## src/rtl/e203_ifu_nxtpc_fetch.sv

```systemverilog
// Single-outstanding instruction fetch and next-PC sequencer for the E203 IFU.
// Issues one fetch at a time and holds the returned instruction for the
// mini-decoder and Lite-BPU. The instruction is released into IR once the BPU
// stops waiting, and the next fetch PC then comes from the prediction operands.
// An EXU pipe flush redirects fetch to the flush target.
//
// state | meaning
// ------+-------------------------------------------------------------
// REQ   | presenting fetch request at fetch_pc
// RSP   | request accepted, waiting for the single outstanding response
// DEC   | holding cur_instr for mini-decoder/BPU until IR accepts it
module e203_ifu_nxtpc_fetch #(
    parameter logic [31:0] RESET_PC = 32'h0000_1000
) (
    input  logic        clk,
    input  logic        rst,
    output logic        ifu_req_valid,
    input  logic        ifu_req_ready,
    output logic [31:0] ifu_req_pc,
    input  logic        ifu_rsp_valid,
    output logic        ifu_rsp_ready,
    input  logic [31:0] ifu_rsp_instr,
    input  logic        ifu_rsp_err,
    output logic [31:0] minidec_instr,
    output logic [31:0] bpu_pc,
    output logic        dec_i_valid,
    input  logic        bpu_wait,
    input  logic        prdt_taken,
    input  logic [31:0] prdt_pc_add_op1,
    input  logic [31:0] prdt_pc_add_op2,
    output logic        ifu_o_valid,
    input  logic        ifu_o_ready,
    output logic [31:0] ifu_o_ir,
    output logic [31:0] ifu_o_pc,
    output logic        ifu_o_prdt_taken,
    output logic        ifu_o_buserr,
    input  logic        pipe_flush_req,
    input  logic [31:0] pipe_flush_pc,
    output logic        pipe_flush_ack
);

    typedef enum logic [1:0] {
        ST_REQ = 2'd0,
        ST_RSP = 2'd1,
        ST_DEC = 2'd2
    } state_t;

    state_t      state;
    logic [31:0] fetch_pc;
    logic [31:0] cur_pc;
    logic [31:0] cur_instr;
    logic        cur_err;
    logic [31:0] prdt_sum;
    logic [31:0] nxt_pc;
    logic        in_req;
    logic        in_rsp;
    logic        in_dec;

    // Handshake outputs are decoded from the registered state and masked while
    // in reset so nothing leaks out before the state register settles.
    always_comb begin
        in_req           = (state == ST_REQ);
        in_rsp           = (state == ST_RSP);
        in_dec           = (state == ST_DEC);
        ifu_req_valid    = ~rst & in_req & ~pipe_flush_req;
        ifu_req_pc       = fetch_pc;
        ifu_rsp_ready    = ~rst & in_rsp;
        minidec_instr    = cur_instr;
        bpu_pc           = cur_pc;
        dec_i_valid      = ~rst & in_dec & ~cur_err;
        ifu_o_valid      = ~rst & in_dec & ~bpu_wait & ~pipe_flush_req;
        ifu_o_ir         = cur_instr;
        ifu_o_pc         = cur_pc;
        ifu_o_prdt_taken = prdt_taken & ~cur_err;
        ifu_o_buserr     = cur_err;
        // An outstanding response must be consumed before the redirect is taken.
        pipe_flush_ack   = ~rst & pipe_flush_req & (~in_rsp | ifu_rsp_valid);
    end

    // Next-PC select; a faulted fetch ignores the prediction and steps by 4.
    always_comb begin
        prdt_sum = prdt_pc_add_op1 + prdt_pc_add_op2;
        if (cur_err) begin
            nxt_pc = cur_pc + 32'd4;
        end else if (prdt_taken) begin
            nxt_pc = {prdt_sum[31:1], 1'b0};
        end else if (cur_instr[1:0] == 2'b11) begin
            nxt_pc = cur_pc + 32'd4;
        end else begin
            nxt_pc = cur_pc + 32'd2;
        end
    end

    // Fetch FSM; a flush ack overrides both the IR handshake and request issue.
    always_ff @(posedge clk) begin
        if (rst) begin
            state     <= ST_REQ;
            fetch_pc  <= RESET_PC;
            cur_pc    <= 32'd0;
            cur_instr <= 32'd0;
            cur_err   <= 1'b0;
        end else if (pipe_flush_ack) begin
            fetch_pc <= {pipe_flush_pc[31:1], 1'b0};
            state    <= ST_REQ;
        end else begin
            case (state)
                ST_REQ: begin
                    if (ifu_req_valid && ifu_req_ready) begin
                        cur_pc <= fetch_pc;
                        state  <= ST_RSP;
                    end
                end
                ST_RSP: begin
                    if (ifu_rsp_valid) begin
                        cur_instr <= ifu_rsp_instr;
                        cur_err   <= ifu_rsp_err;
                        state     <= ST_DEC;
                    end
                end
                ST_DEC: begin
                    if (ifu_o_valid && ifu_o_ready) begin
                        fetch_pc <= nxt_pc;
                        state    <= ST_REQ;
                    end
                end
                default: state <= ST_REQ;
            endcase
        end
    end

endmodule

```

## config.mk

```make
export PLATFORM = sky130hd
export DESIGN_NAME = e203_ifu_nxtpc_fetch
export DESIGN_NICKNAME = d
export VERILOG_FILES = /design/src/rtl/e203_ifu_nxtpc_fetch.sv
export SDC_FILE = /design/constraint.sdc
export NUM_CORES = 1
export LEC_CHECK = 0
export BUFFER_PORTS_ARGS = -buffer_cell sky130_fd_sc_hd__buf_2
export CAP_MARGIN = 20
export CELL_PAD_IN_SITES_DETAIL_PLACEMENT = 0
export CELL_PAD_IN_SITES_GLOBAL_PLACEMENT = 2
export CORE_ASPECT_RATIO = 0.5
export CORE_MARGIN = 2
export CORE_UTILIZATION = 26
export CTS_CLUSTER_SIZE = 28
export DETAILED_ROUTE_END_ITERATION = 8
export GPL_ROUTABILITY_DRIVEN = 0
export PLACE_DENSITY = 0.79
export RECOVER_POWER = 25
export SYNTH_ARGS = -nofsm -noshare
export SYNTH_HDL_FRONTEND = slang
export SYNTH_SLANG_ARGS = --single-unit
```

## constraint.sdc

```tcl
create_clock -name clk -period 3.31 [get_ports clk]
set_input_delay 0.662 -clock clk [delete_from_list [all_inputs] [get_ports clk]]
set_output_delay 0.662 -clock clk [all_outputs]
set_load 0.1 [all_outputs]
```

==> results.sh <==
export IMPL_port_buffers=302
export IMPL_dp_hpwl_mm=23.5
export IMPL_hold_violations=0
export IMPL_crit_required_ps=3590
export IMPL_crit_path_end_kind="flip-flop"
export IMPL_path_cells="clkbuf_1, nor4_1, and2_0, clkbuf_1, nand2_1, a21oi_1"
export IMPL_critical_path_buf_inv_count=2
export IMPL_rsz0062_at_grt="no"
export IMPL_nFillCells=3125
export IMPL_syn_cell_area_um2=7530
export IMPL_initial_core_util_pct=26.8
export IMPL_track_usage_pct=19.1
export IMPL_power_density_nw_per_um2=377
export IMPL_vias=8104
export IMPL_cts_max_path_buffers=2
export IMPL_post_cts_buffers=0
export IMPL_synth_seq_cells=99
export IMPL_yosys_most_used_dff="dfxtp_1"
export IMPL_cp_start_kind="primary input"
export IMPL_drtPass1Iterations=7
export IMPL_yosysMostFrequentCell="nand2_1"
export IMPL_worst_hold_slack_ps=473
export IMPL_syn_nets=1183
export IMPL_p_leak_uw=0.00388
export IMPL_syn_to_final_growth_pct=22.3
export IMPL_layout_min_cycle_time_ps=2890
export IMPL_slowest_delay_ps=1270
export IMPL_synth_edff_count=0
export IMPL_clock_sinks=99
export IMPL_syn_inst=1013
export IMPL_post_route_period_util_pct=87.3
export IMPL_synthTopCellsByArea="dfxtp_1, nand2_1, a21oi_1, buf_4, ha_1"
export IMPL_grt_pass1_vias=7675
export IMPL_drt_wl_total_mm=30.1
export IMPL_first_iter_violations=698
export IMPL_pin_count=304
export IMPL_cts_resized_gates=0
export IMPL_die_x_um=245
export IMPL_ys_top_cells_by_count="nand2_1, a21oi_1, dfxtp_1"
export IMPL_setup_viol=0
export IMPL_cts_root_buffer="clkbuf_16"
export IMPL_cap_violations=1
export IMPL_avgViaCountPerCell=5.03
export IMPL_dieHeight_um=124
export IMPL_grt_start_max_net_pins=51
export IMPL_holdBufCountCts=0
export IMPL_synth_top_cell_area_share_pct=26.3
export IMPL_async_flop_share_pct=0
export IMPL_cp_common_cell="clkbuf_1"
export IMPL_route_detailed_drc=0
export IMPL_tns_ps=0
export IMPL_insertion_delay_ps=360
export IMPL_yosys_warnings=0
export IMPL_cts_buffers=9
export IMPL_yosysUniqueCellTypes=80
export IMPL_peakVddDrop_mv=0.240
export IMPL_fin_nets=1394
export IMPL_ys_seq_area_share_pct=26.3
export IMPL_synth_largest_area_cell="dfxtp_1"
export IMPL_cts_clk_slew_worst_paths_ps=70
export IMPL_cts_tree="built"
export IMPL_worstSetupPathType="in -> reg"
export IMPL_tightest_slew_ps=1770
export IMPL_cts_htree_levels=3
export IMPL_status="finished, violations left"
export IMPL_report_final_slew_viol_count=33
export IMPL_drive_gt1_share_pct=26.6
export IMPL_cp_max_fo=32
export IMPL_power_uw=3470
export IMPL_relSlewSlack_pct=-17.7
export IMPL_core_um2=28100
export IMPL_num_rows=43
export IMPL_skew_ps=13.7
export IMPL_ant_nets=0
export IMPL_avgSynthCellArea_um2=7.43
export IMPL_grt_pass1_wl_mm=45.4
export IMPL_wl_per_cell_um=18.7
export IMPL_grt_remaining_overflow=0
export IMPL_violations="capacitance limit, slew limit"
export IMPL_antenna_found_initial=1
export IMPL_worst_hold_path_type="reg -> reg"
export IMPL_cp_arrival_ps=3170
export IMPL_fmax_ghz=0.346
export IMPL_dieArea_um2=30400
export IMPL_path_delay_family="buffers and inverters"
export IMPL_cp_slowest_cell="clkbuf_1"
## logic make-up after synthesis
| group | share of synthesized area, % |
|---|---|
| mux | 0.598 |
| xor+xnor | 7.10 |
| fa+ha+maj | 5.59 |
| simple gates | 24.5 |
| compound gates | 24.7 |
| flops | 26.3 |
| buf+inv | 11.2 |
## power by group
group          switching, uW  internal (uW)  total (uW)
registers               36.1           1230        1260
clock network            533            524        1060
logic                    836            312        1150
total                   1400           2060        3470
## stage by stage
| step | instances | area, um2 | setup WS (ps) | util [%] |
|---|---|---|---|---|
| after global routing | 1612 | 9210 | 225 | 32.8 |
| after CTS | 1611 | 9290 | 556 | 33.1 |
| final | 1612 | 9210 | 420 | 32.8 |
| after floorplan | 1013 | 7550 | 202 | - |
| after global placement | 1595 | 9000 | 197 | 32.1 |
| after detailed placement | 1595 | 9000 | 180 | 32.1 |
## cell type report
class	count	area, um2	area share [%]
repair buffers	333	1710	18.6
multi-input cells	770	4710	51.1
clock inverters	7	62.6	0.679
flip-flops and latches	99	1980	21.5
clock buffers	9	225	2.45
well taps	382	478	5.19
diodes	1	2.50	0.0272
inverters	11	41.3	0.448
## per-layer routing
metal	share of wire (%)	track usage (%)	up-vias	wire length, um
met1	48	26.1	3865	14300
met2	46	31.1	249	13700
met3	5.3	3.06	25	1580
met5	0	0	-	0
li1	-	-	3965	-
met4	1.6	4.73	0	467
## sequential cells by signal (all words and copies together) (netlist names)
register / flops
ifu_o_ir: 32
ifu_req_pc: 32
bpu_pc: 32
ifu_o_buserr: 1
state: 2
## final timing paths
check                           start                  endpoint  slack [ps]  cells past startpoint
max reg2reg     state[0]$_SDFFE_PP0P_   bpu_pc[18]$_SDFFE_PP0P_         550                      5
max                    pipe_flush_req   bpu_pc[18]$_SDFFE_PP0P_         420                      6
min reg2reg  ifu_o_ir[9]$_SDFFE_PP0P_  ifu_o_ir[9]$_SDFFE_PP0P_         470                      2
min          ifu_o_ir[9]$_SDFFE_PP0P_  ifu_o_ir[9]$_SDFFE_PP0P_         470                      2
## placed cells by master, fill, tap and decap left out, drive strengths merged, types with 3 or more instances in the layout
cell type,count
a211o,5
nor2b,3
and2,8
xnor2,39
clkbuf,61
o31a,3
a21oi,129
nor4,5
a22oi,11
nand4,18
nor3b,3
and3,9
o21bai,6
a211oi,9
ha,32
and4,6
dfxtp,99
nand2b,6
o21ai,37
xor2,22
mux2i,3
o22ai,6
buf,281
or3,5
nand3,37
a221oi,13
nor2,55
or4,3
nor3,23
a21o,17
a222oi,5
o21a,6
clkinvlp,3
nand2,195
inv,13
o221ai,3
a31oi,12
## worst reg2reg max path, cell delays in order (launching register included)
cell and delay [ps]:
dfxtp_1 370, nor4_1 500, and2_0 190, clkbuf_1 1270
nand2_1 170, a21oi_1 190
No activity file was read; power rests on OpenSTA's default activity.
